`src/rtl/mul_div_unit_pkg.sv`:
```
// Shared definitions for the iterative multiply/divide unit: op codes and FSM states.
package mul_div_unit_pkg;

  localparam logic [1:0] MULT_OP  = 2'b00;
  localparam logic [1:0] MULTU_OP = 2'b01;
  localparam logic [1:0] DIV_OP   = 2'b10;
  localparam logic [1:0] DIVU_OP  = 2'b11;

  typedef enum logic [1:0] {
    StIdle = 2'd0,
    StCalc = 2'd1,
    StFix  = 2'd2
  } state_e;

  // MULT and DIV treat their operands as two's complement; the U variants do not.
  function automatic logic is_signed_op(logic [1:0] op);
    return !op[0];
  endfunction

endpackage

```
`src/rtl/mul_div_unit_div_core.sv`:
```
// Restoring-division step datapath: one quotient bit per enabled cycle.
module mul_div_unit_div_core #(
  parameter int unsigned WIDTH = 32
) (
  input  logic             clk_i,
  input  logic             rst_ni,
  input  logic             load_i,
  input  logic             step_i,
  input  logic [WIDTH-1:0] dividend_i,
  input  logic [WIDTH-1:0] divisor_i,
  output logic [WIDTH-1:0] quotient_o,
  output logic [WIDTH-1:0] remainder_o
);

  logic [WIDTH-1:0] rem_q, rem_d;
  // Holds the unconsumed dividend bits at the top and shifts quotient bits in at the bottom.
  logic [WIDTH-1:0] quo_q, quo_d;
  logic [WIDTH:0]   rem_shift;
  logic [WIDTH:0]   diff;

  // Trial subtraction of the divisor from the shifted partial remainder.
  always_comb begin
    rem_d     = rem_q;
    quo_d     = quo_q;
    rem_shift = {rem_q, quo_q[WIDTH-1]};
    diff      = rem_shift - {1'b0, divisor_i};
    if (load_i) begin
      rem_d = '0;
      quo_d = dividend_i;
    end else if (step_i) begin
      // diff[WIDTH] set means the subtraction went negative: restore.
      quo_d = {quo_q[WIDTH-2:0], ~diff[WIDTH]};
      rem_d = diff[WIDTH] ? rem_shift[WIDTH-1:0] : diff[WIDTH-1:0];
    end
  end

  // Partial remainder and quotient registers.
  always_ff @(posedge clk_i or negedge rst_ni) begin
    if (!rst_ni) begin
      rem_q <= '0;
      quo_q <= '0;
    end else begin
      rem_q <= rem_d;
      quo_q <= quo_d;
    end
  end

  assign quotient_o  = quo_q;
  assign remainder_o = rem_q;

endmodule

```
`src/rtl/mul_div_unit.sv`:
```
// Iterative MULT/MULTU/DIV/DIVU unit with start/busy/done handshake and cancel.
module mul_div_unit
  import mul_div_unit_pkg::*;
#(
  parameter int unsigned WIDTH = 32
) (
  input  logic             clk,
  input  logic             resetn,
  input  logic             start,
  input  logic [1:0]       op,
  input  logic [WIDTH-1:0] a,
  input  logic [WIDTH-1:0] b,
  input  logic             cancel,
  output logic             busy,
  output logic             done,
  output logic [WIDTH-1:0] hi,
  output logic [WIDTH-1:0] lo,
  output logic             div_by_zero
);

  localparam int unsigned CntW = $clog2(WIDTH + 1);

  state_e             state_q, state_d;
  logic [1:0]         op_q, op_d;
  logic [WIDTH-1:0]   a_mag_q, a_mag_d;
  logic [WIDTH-1:0]   b_mag_q, b_mag_d;
  logic [WIDTH-1:0]   a_orig_q, a_orig_d;
  logic               sign_a_q, sign_a_d;
  logic               sign_b_q, sign_b_d;
  logic               b_zero_q, b_zero_d;
  logic [CntW-1:0]    cnt_q, cnt_d;
  logic [2*WIDTH-1:0] acc_q, acc_d;
  logic [WIDTH-1:0]   hi_q, hi_d;
  logic [WIDTH-1:0]   lo_q, lo_d;
  logic               dbz_q, dbz_d;
  logic               done_q, done_d;

  logic               div_load, div_step;
  logic [WIDTH-1:0]   div_quo, div_rem;
  logic [WIDTH:0]     mul_sum;
  logic [2*WIDTH-1:0] mul_next;
  logic [2*WIDTH-1:0] prod;
  logic [WIDTH-1:0]   fix_hi, fix_lo;
  logic               fix_dbz;

  mul_div_unit_div_core #(
    .WIDTH (WIDTH)
  ) u_div_core (
    .clk_i       (clk),
    .rst_ni      (resetn),
    .load_i      (div_load),
    .step_i      (div_step),
    .dividend_i  (a_mag_d),
    .divisor_i   (b_mag_q),
    .quotient_o  (div_quo),
    .remainder_o (div_rem)
  );

  // Shift-add multiply step: acc holds {partial product, unconsumed multiplier bits}.
  always_comb begin
    mul_sum  = {1'b0, acc_q[2*WIDTH-1:WIDTH]} + (acc_q[0] ? {1'b0, a_mag_q} : '0);
    mul_next = {mul_sum, acc_q[WIDTH-1:1]};
  end

  // Sign correction and divide-by-zero result selection applied when leaving FIX.
  always_comb begin
    prod    = acc_q;
    fix_hi  = '0;
    fix_lo  = '0;
    fix_dbz = 1'b0;
    if (!op_q[1]) begin
      if ((op_q == MULT_OP) && (sign_a_q ^ sign_b_q)) begin
        prod = -acc_q;
      end
      fix_hi = prod[2*WIDTH-1:WIDTH];
      fix_lo = prod[WIDTH-1:0];
    end else if (b_zero_q) begin
      fix_hi  = a_orig_q;
      fix_lo  = '1;
      fix_dbz = 1'b1;
    end else begin
      // Sign flags are only ever set for DIV, so DIVU passes through unchanged.
      fix_lo = (sign_a_q ^ sign_b_q) ? -div_quo : div_quo;
      fix_hi = sign_a_q ? -div_rem : div_rem;
    end
  end

  // Next-state logic for the IDLE -> CALC -> FIX sequencer and operand capture.
  always_comb begin
    state_d  = state_q;
    op_d     = op_q;
    a_mag_d  = a_mag_q;
    b_mag_d  = b_mag_q;
    a_orig_d = a_orig_q;
    sign_a_d = sign_a_q;
    sign_b_d = sign_b_q;
    b_zero_d = b_zero_q;
    cnt_d    = cnt_q;
    acc_d    = acc_q;
    hi_d     = hi_q;
    lo_d     = lo_q;
    dbz_d    = dbz_q;
    done_d   = 1'b0;
    div_load = 1'b0;
    div_step = 1'b0;
    case (state_q)
      StIdle: begin
        if (start && !cancel) begin
          op_d     = op;
          sign_a_d = is_signed_op(op) & a[WIDTH-1];
          sign_b_d = is_signed_op(op) & b[WIDTH-1];
          a_mag_d  = sign_a_d ? -a : a;
          b_mag_d  = sign_b_d ? -b : b;
          a_orig_d = a;
          b_zero_d = (b == '0);
          cnt_d    = CntW'(WIDTH);
          acc_d    = {{WIDTH{1'b0}}, b_mag_d};
          div_load = 1'b1;
          state_d  = StCalc;
        end
      end
      StCalc: begin
        if (cancel) begin
          state_d = StIdle;
        end else begin
          cnt_d = cnt_q - CntW'(1);
          if (op_q[1]) begin
            div_step = 1'b1;
          end else begin
            acc_d = mul_next;
          end
          if (cnt_q == CntW'(1)) begin
            state_d = StFix;
          end
        end
      end
      StFix: begin
        state_d = StIdle;
        if (!cancel) begin
          hi_d   = fix_hi;
          lo_d   = fix_lo;
          dbz_d  = fix_dbz;
          done_d = 1'b1;
        end
      end
      default: state_d = StIdle;
    endcase
  end

  // State and datapath registers.
  always_ff @(posedge clk or negedge resetn) begin
    if (!resetn) begin
      state_q  <= StIdle;
      op_q     <= '0;
      a_mag_q  <= '0;
      b_mag_q  <= '0;
      a_orig_q <= '0;
      sign_a_q <= 1'b0;
      sign_b_q <= 1'b0;
      b_zero_q <= 1'b0;
      cnt_q    <= '0;
      acc_q    <= '0;
      hi_q     <= '0;
      lo_q     <= '0;
      dbz_q    <= 1'b0;
      done_q   <= 1'b0;
    end else begin
      state_q  <= state_d;
      op_q     <= op_d;
      a_mag_q  <= a_mag_d;
      b_mag_q  <= b_mag_d;
      a_orig_q <= a_orig_d;
      sign_a_q <= sign_a_d;
      sign_b_q <= sign_b_d;
      b_zero_q <= b_zero_d;
      cnt_q    <= cnt_d;
      acc_q    <= acc_d;
      hi_q     <= hi_d;
      lo_q     <= lo_d;
      dbz_q    <= dbz_d;
      done_q   <= done_d;
    end
  end

  assign busy        = (state_q != StIdle);
  assign done        = done_q;
  assign hi          = hi_q;
  assign lo          = lo_q;
  assign div_by_zero = dbz_q;

endmodule

```
`config.mk`:
```
export PLATFORM = sky130hd
export DESIGN_NAME = mul_div_unit
export DESIGN_NICKNAME = d
export VERILOG_FILES = /design/src/rtl/mul_div_unit_pkg.sv /design/src/rtl/mul_div_unit_div_core.sv /design/src/rtl/mul_div_unit.sv
export SDC_FILE = /design/constraint.sdc
export NUM_CORES = 1
export LEC_CHECK = 0
export BUFFER_PORTS_ARGS = -buffer_cell sky130_fd_sc_hd__buf_2
export CORE_MARGIN = 4
export CORE_UTILIZATION = 60
export CTS_CLUSTER_SIZE = 30
export DETAILED_ROUTE_END_ITERATION = 10
export PLACE_DENSITY = 0.79
export SYNTH_ARGS = -nofsm -noshare
export SYNTH_HDL_FRONTEND = slang
export SYNTH_HIERARCHICAL = 1
export SYNTH_SLANG_ARGS = --single-unit
```
`constraint.sdc`:
```
create_clock -name clk -period 3.7 [get_ports clk]
set_input_delay 0.185 -clock clk [delete_from_list [all_inputs] [get_ports clk]]
set_output_delay 0.185 -clock clk [all_outputs]
set_load 0.1 [all_outputs]
```
==> results.sh, run 1 <==
export IMPL_clk_pin_slew_ps=60
export IMPL_core_area_mm2=0.03353
export IMPL_slew_headroom=0.3774
export IMPL_hpwl_mm=49.26
export IMPL_start_util=0.6072
export IMPL_synth_area_mm2=0.02036
export IMPL_die_y_um=192.2
export IMPL_drt_iter0_drc=1923
export IMPL_fillers=2741
export IMPL_vias_per_cell=6.362
export IMPL_vias=19200
export IMPL_whs_ps=4.980
export IMPL_cp_start_kind="flip-flop"
export IMPL_synth_main_ff_cell="dfrtp_1"
export IMPL_synth_seq_cells=303
export IMPL_crit_arrival_ps=3950
export IMPL_max_cap_violations=0
export IMPL_grt_antenna_before_repair=1
export IMPL_p_leak_nw=10.36
export IMPL_syn_nets=2585
export IMPL_seqCellArea_mm2=0.007584
export IMPL_final_cell_mix="nand2_1 (384), dfrtp_1 (302), o21ai_0 (242), nor2_1 (172), a21oi_1 (161)"
export IMPL_drive_gt1_frac=0.1109
export IMPL_dieArea_mm2=0.03695
export IMPL_cts_buffer_depth=3
export IMPL_cp_data_required_time_ps=4090
export IMPL_die_width_um=192.2
export IMPL_cts_buffers=36
export IMPL_ys_types=77
export IMPL_hold_viol_final=0
export IMPL_multi_input_area_mm2=0.01203
export IMPL_numPortBuffers=136
export IMPL_avgSynthCellArea_um2=8.338
export IMPL_dr_pass1_iters=6
export IMPL_insertion_delay_ps=540
export IMPL_nets=2689
export IMPL_grt_start_max_net_pins=169
export IMPL_grt_pass1_wl_mm=102.1
export IMPL_run_status="finished clean"
export IMPL_path_class="flip-flop to flip-flop"
export IMPL_antenna_left=0
export IMPL_syn_inst=2442
export IMPL_grt_ovfl_total=0
export IMPL_synth_edf_count=0
export IMPL_max_freq_ghz=0.2806
export IMPL_htree_levels=2
export IMPL_yosys_warnings=6
export IMPL_slew_viol_final=0
export IMPL_drcViolationCount=0
export IMPL_synthArstFlopShare=1.000
export IMPL_clock_skew_ps=24.64
export IMPL_rows=67
export IMPL_min_period_ps=3564
export IMPL_peakVddDrop_mv=0.5282
export IMPL_final_common_cell="nand2_1"
export IMPL_gp_congestion=0.9740
export IMPL_yosysSeqAreaShare=0.3724
export IMPL_areaGrowthSynthToFinish_pct=12.97
export IMPL_grt_pass1_vias=18120
export IMPL_period_share=0.9632
export IMPL_wl_mm=66.38
export IMPL_tightest_slew_ps=933.9
export IMPL_finalSetupViolCount=0
export IMPL_cts_root_buf="clkbuf_16"
export IMPL_io_pins=137
export IMPL_cp_max_fo=9
export IMPL_powerDensity_mw_per_mm2=798.4
export IMPL_post_drt_wl_per_cell_um=22.00
export IMPL_grt_usage=0.3539
export IMPL_n_antenna_cell=0
export IMPL_cts_tree="yes"
export IMPL_hold_path_class="input port to flip-flop"
export IMPL_tns_ps=0
export IMPL_endpoint_kind="flip-flop"
export IMPL_cts_sinks=303
## repair_timing
item / CTS / global route
gates cloned: 1 / 0
endpoints found under the setup margin: 1 / 27
setup buffers: 0 / 4
hold buffers: 22 / 0
pin swaps: 0 / 1
hold endpoints to repair: 127 / 0
resized for setup: 0 / 9
## path summary, 6_finish.rpt
kind,cells after the start,from,slack (ps),to
setup / recovery,15,u_div_core/quotient_o[31]$_DFFE_PN0P_,140,u_div_core/remainder_o[17]$_DFFE_PN0P_
min in group asynchronous,2,resetn,360,a_orig_q[5]$_DFFE_PN0P_
max in group asynchronous,3,resetn,2380,lo[25]$_DFFE_PN0P_
hold reg to reg,2,a_orig_q[17]$_DFFE_PN0P_,470,a_orig_q[17]$_DFFE_PN0P_
setup reg to reg,15,u_div_core/quotient_o[31]$_DFFE_PN0P_,140,u_div_core/remainder_o[17]$_DFFE_PN0P_
hold / removal,3,a[14],5,a_orig_q[14]$_DFFE_PN0P_
## cells in the mapped netlist (all sizes together) (19+ instances only)
cell type,number,area share
a21o,35,0.013
nand3,36,0.0097
inv,71,0.013
o41ai,19,0.0089
a31oi,29,0.0089
o31ai,43,0.016
ha,71,0.044
nor2b,23,0.0071
buf,19,0.0048
and2,38,0.012
nor4,31,0.011
a211oi,36,0.014
mux2i,67,0.033
nand2,386,0.071
xnor2,145,0.062
a21oi,161,0.040
o21ai,252,0.062
a22o,25,0.011
nor3,48,0.013
xor2,80,0.034
dfrtp,303,0.37
o22ai,35,0.011
nor2,173,0.032
clkbuf,123,0.023
## critical path: stages, from the launching register on
cell and delay [ps]:
dfrtp_1 400, inv_1 90, ha_1 180, inv_1 60
fa_2 380, a211oi_2 270, o21ai_2 150, o211ai_1 240
a21oi_1 150, o31a_1 340, o41ai_4 250, xnor2_2 200
buf_12 180, buf_6 160, mux2i_2 250, a211oi_2 100
## per-stage QoR
step | power, mW | instance area [um^2] | instances | setup slack (ps) | utilization
2_1_floorplan | 11.79 | 20360 | 2442 | 516.4 | -
3_3_place_gp | 14.03 | 21510 | 2929 | 182.8 | 0.6416
3_5_place_dp | 14.29 | 21510 | 2929 | 35.09 | 0.6416
4_1_cts | 18.04 | 22930 | 3013 | 2.766 | 0.6837
5_1_grt | 19.38 | 23000 | 3017 | -53.69 | 0.6860
6_report | 18.37 | 23000 | 3017 | 136.1 | 0.6860
## sequential cells by signal, indices dropped and copies added, names as in the netlist, 2 cells and up
| register | count |
|---|---|
| op_q | 2 |
| u_div_core/quotient_o | 32 |
| acc_q | 64 |
| hi | 32 |
| lo | 32 |
| a_mag_q | 32 |
| b_mag_q | 32 |
| a_orig_q | 32 |
| u_div_core/remainder_o | 32 |
| state_q | 2 |
| cnt_q | 6 |
## logic make-up (layout without fill, tap and decap cells)
group / count (synthesis) / in the layout / share of synthesized area
and+or+nand+nor: 832 / 832 / 0.1888
AOI/OAI and AO/OA: 719 / 719 / 0.2180
DFF: 303 / 303 / 0.3724
xor gates and xnor gates: 225 / 225 / 0.09679
buffers and inverters: 215 / 342 / 0.04093
muxes: 75 / 75 / 0.03755
adders and majority gates: 73 / 73 / 0.04560
## power breakdown
group / total, mW / leakage [nW] / switching, mW / internal (mW)
registers: 5.59 / 3.94 / 1.38 / 4.21
logic: 9.17 / 5.85 / 5.66 / 3.52
clock network: 3.61 / 0.569 / 1.44 / 2.17
## layout make-up
class | instances | share of cell area
timing repair buffer | 208 | 0.06060
clock inverter | 13 | 0.008921
tap | 448 | 0.02437
inverter | 73 | 0.01202
multi-input combinational | 1924 | 0.5228
sequential | 303 | 0.3297
clock buffer | 48 | 0.04156
## metal layers
| layer | wire [um] | vias up | global-route usage | part of all wire |
|---|---|---|---|---|
| met4 | 3244 | 2 | 0.1476 | 0.049 |
| met1 | 27920 | 9162 | 0.4994 | 0.42 |
| met5 | 13 | - | 0 | 0.00020 |
| li1 | - | 8882 | - | - |
| met3 | 5758 | 192 | 0.06161 | 0.087 |
| met2 | 29450 | 957 | 0.5410 | 0.44 |
Power figures use the tool's default switching activity.
==> inputs of run 2 (changes only) <==
--- a/config.mk
+++ b/config.mk
@@ -10,7 +10,7 @@
 export CORE_UTILIZATION = 60
 export CTS_CLUSTER_SIZE = 30
 export DETAILED_ROUTE_END_ITERATION = 10
-export PLACE_DENSITY = 0.79
+export PLACE_DENSITY = 0.81
 export SYNTH_ARGS = -nofsm -noshare
 export SYNTH_HDL_FRONTEND = slang
 export SYNTH_HIERARCHICAL = 1
==> run 2 against run 1 <==
Effect of this change: worst hold slack gained 8.5 ps; final area increased by 0.54%; routed wire length fell by 1.4%; setup slack improved by 50 ps; critical path type unchanged; sequential power shrank 1%; sequential cell count stayed put; cell count rose by 0.53%; register-to-register slack gained 50 ps; highest routed layer unchanged; first-iteration DRC count down 5.2%; clock power is 2% higher; clock-buffer cell count shrank 1; combinational power decreased by 2%.
==> results.sh, run 2 (same netlist as run 1, synthesis figures left out) <==
export IMPL_run_status="finished clean"
export IMPL_grt_pass1_vias=18230
export IMPL_place_area_mm2=0.02156
export IMPL_total_power_mw=18.22
export IMPL_cts_buffers=36
export IMPL_crit_chain="inv_1 > ha_1 > inv_1 > fa_2 > a211oi_2 > o21ai_2 > o211ai_1 > a21oi_2 > o31a_1 > o41ai_4 > xnor2_2 > buf_4 > mux2_2 > a21o_1"
export IMPL_insertion_delay_ps=560
export IMPL_post_drt_wl_per_cell_um=21.58
export IMPL_p_sw_mw=8.426
export IMPL_min_period_ps=3514
export IMPL_crit_arrival_ps=3960
export IMPL_peakVddDrop_mv=0.6374
export IMPL_path_common_cell="inv_1"
export IMPL_cts_sinks=303
export IMPL_dieArea_mm2=0.03695
export IMPL_cp_max_fo=6
export IMPL_combPwrFrac=0.495
export IMPL_numPortBuffers=136
export IMPL_start_util=0.6072
export IMPL_clk_pin_slew_ps=60
export IMPL_die_width_um=192.2
export IMPL_clkPwrFrac=0.202
export IMPL_cts_root_buf="clkbuf_16"
export IMPL_cpPeakStageDelay_ps=400
export IMPL_vias_per_cell=6.332
export IMPL_cts_buffer_depth=3
export IMPL_final_cell_mix="nand2_1 (384), dfrtp_1 (302), o21ai_0 (242), nor2_1 (172), a21oi_1 (159)"
export IMPL_grt_busiest_layer="met2"
export IMPL_pre_cts_slack_ps=79.38
export IMPL_endpoint_kind="flip-flop"
export IMPL_grt_pass1_wl_mm=101.7
export IMPL_max_cap_violations=0
export IMPL_hold_viol_final=0
export IMPL_core_area_mm2=0.03353
export IMPL_cp_data_required_time_ps=4150
export IMPL_cts_tree="yes"
export IMPL_grt_usage=0.3505
export IMPL_path_class="flip-flop to flip-flop"
export IMPL_slew_headroom=0.3547
export IMPL_dr_pass1_iters=6
export IMPL_clock_skew_ps=27.00
export IMPL_grt_util_met3=0.08033
export IMPL_nets=2701
export IMPL_areaGrowthSynthToFinish_pct=13.58
export IMPL_drcViolationCount=0
export IMPL_powerDensity_mw_per_mm2=787.7
export IMPL_drt_iter0_drc=1823
export IMPL_hold_path_class="input port to flip-flop"
export IMPL_grt_antenna_before_repair=1
export IMPL_largest_register="acc_q"
export IMPL_fin_area_mm2=0.02313
export IMPL_grt_start_max_net_pins=169
export IMPL_tns_ps=0
export IMPL_fillers=2691
export IMPL_wl_mm=65.45
export IMPL_io_pins=137
export IMPL_antenna_left=0
export IMPL_globalRouteMet2Util=0.5387
export IMPL_vias=19200
export IMPL_cp_start_kind="flip-flop"
export IMPL_hpwl_mm=48.43
export IMPL_multi_input_area_mm2=0.01201
export IMPL_period_share=0.9496
export IMPL_final_common_cell="nand2_1"
export IMPL_whs_ps=13.46
export IMPL_use_met1=0.4830
export IMPL_finalSetupViolCount=0
export IMPL_tightest_slew_ps=967.9
export IMPL_gp_congestion=1.024
export IMPL_rsz0062_at_grt="no"
export IMPL_p_int_mw=9.791
export IMPL_largest_reg_flops=64
export IMPL_p_seq_frac=0.303
export IMPL_netSwitchingFraction=0.4625
export IMPL_cp_slowest_cell="dfrtp_1"
export IMPL_slew_viol_final=0
export IMPL_die_y_um=192.2
export IMPL_rows=67
export IMPL_seqCellArea_mm2=0.007584
export IMPL_p_leak_nw=10.42
export IMPL_grt_ovfl_total=0
export IMPL_layout_setup_ws_ps=186.4
export IMPL_drive_gt1_frac=0.1130
export IMPL_max_freq_ghz=0.2846
export IMPL_htree_levels=2
## run 2: cell types whose count changed in the layout (fill, tap and decap cells not counted), moves of 2 or more
cell	delta
a211oi_1	+2
a211oi_2	-2
a21oi_1	-2
a21oi_2	+2
buf_4	+4
buf_6	-2
clkbuf_1	-5
clkbuf_8	+4
clkinvlp_4	+3
dlygate4sd3_1	+10
mux2i_1	+2
mux2i_2	-2
## run 2: final timing paths
| kind | from | to | slack, ps | cells past startpoint |
|---|---|---|---|---|
| max in group asynchronous | resetn | a_orig_q[25]$_DFFE_PN0P_ | 2350 | 3 |
| worst min register to register | hi[23]$_DFFE_PN0P_ | hi[23]$_DFFE_PN0P_ | 470 | 2 |
| min in group asynchronous | resetn | u_div_core/remainder_o[29]$_DFFE_PN0P_ | 340 | 2 |
| worst min-delay path | a[16] | a_orig_q[16]$_DFFE_PN0P_ | 10 | 3 |
| worst max register to register | u_div_core/quotient_o[31]$_DFFE_PN0P_ | u_div_core/remainder_o[2]$_DFFE_PN0P_ | 190 | 14 |
| worst max-delay path | u_div_core/quotient_o[31]$_DFFE_PN0P_ | u_div_core/remainder_o[2]$_DFFE_PN0P_ | 190 | 14 |
## run 2: critical path: cells and delay by family, from the launching register on
family | cells | cell delay (ps)
xor gates and xnor gates | 1 | 250
adders and majority gates | 2 | 530
DFF | 1 | 400
AOI/OAI and AO/OA | 7 | 1490
muxes | 1 | 330
buffers and inverters | 3 | 390
## run 2: what timing repair did
action | CTS | global route
endpoints found under the hold margin | 146 | 0
hold buffers | 32 | 0
resized for setup | 0 | 4
setup endpoints to repair | 0 | 33
setup buffers | 0 | 2
## run 2: power by group through the flow
| stage | Sequential, mW | Combinational, mW | Clock [mW] |
|---|---|---|---|
| 6_report | 5.52 | 9.02 | 3.68 |
| 5_1_grt | 5.64 | 9.78 | 3.85 |
| 4_1_cts | 5.48 | 8.81 | 3.69 |
| 3_5_place_dp | 5.53 | 8.72 | 0 |
| 3_3_place_gp | 5.48 | 8.55 | 0 |
| 2_1_floorplan | 5.81 | 5.97 | 0 |
## run 2: area by class of cell
cell class | instances | area share
inverters | 73 | 0.01196
well taps | 448 | 0.02424
flip-flops and latches | 303 | 0.3279
clock inverters | 17 | 0.009144
multi-input cells | 1924 | 0.5193
diodes | 1 | 0.0001082
repair buffers | 220 | 0.06438
clock buffers | 47 | 0.04290
## run 2: through the flow
step           instances    util
2_1_floorplan       2442       -
3_3_place_gp        2934  0.6431
3_5_place_dp        2934  0.6431
4_1_cts             3030  0.6885
5_1_grt             3032  0.6896
6_report            3033  0.6897
## run 2: routing by layer
layer	routed length [um]	up-vias	share of wire
met4	2840	2	0.043
li1	-	8910	-
met5	13	-	0.00020
met1	27220	9174	0.42
met3	6106	162	0.093
met2	29270	956	0.45
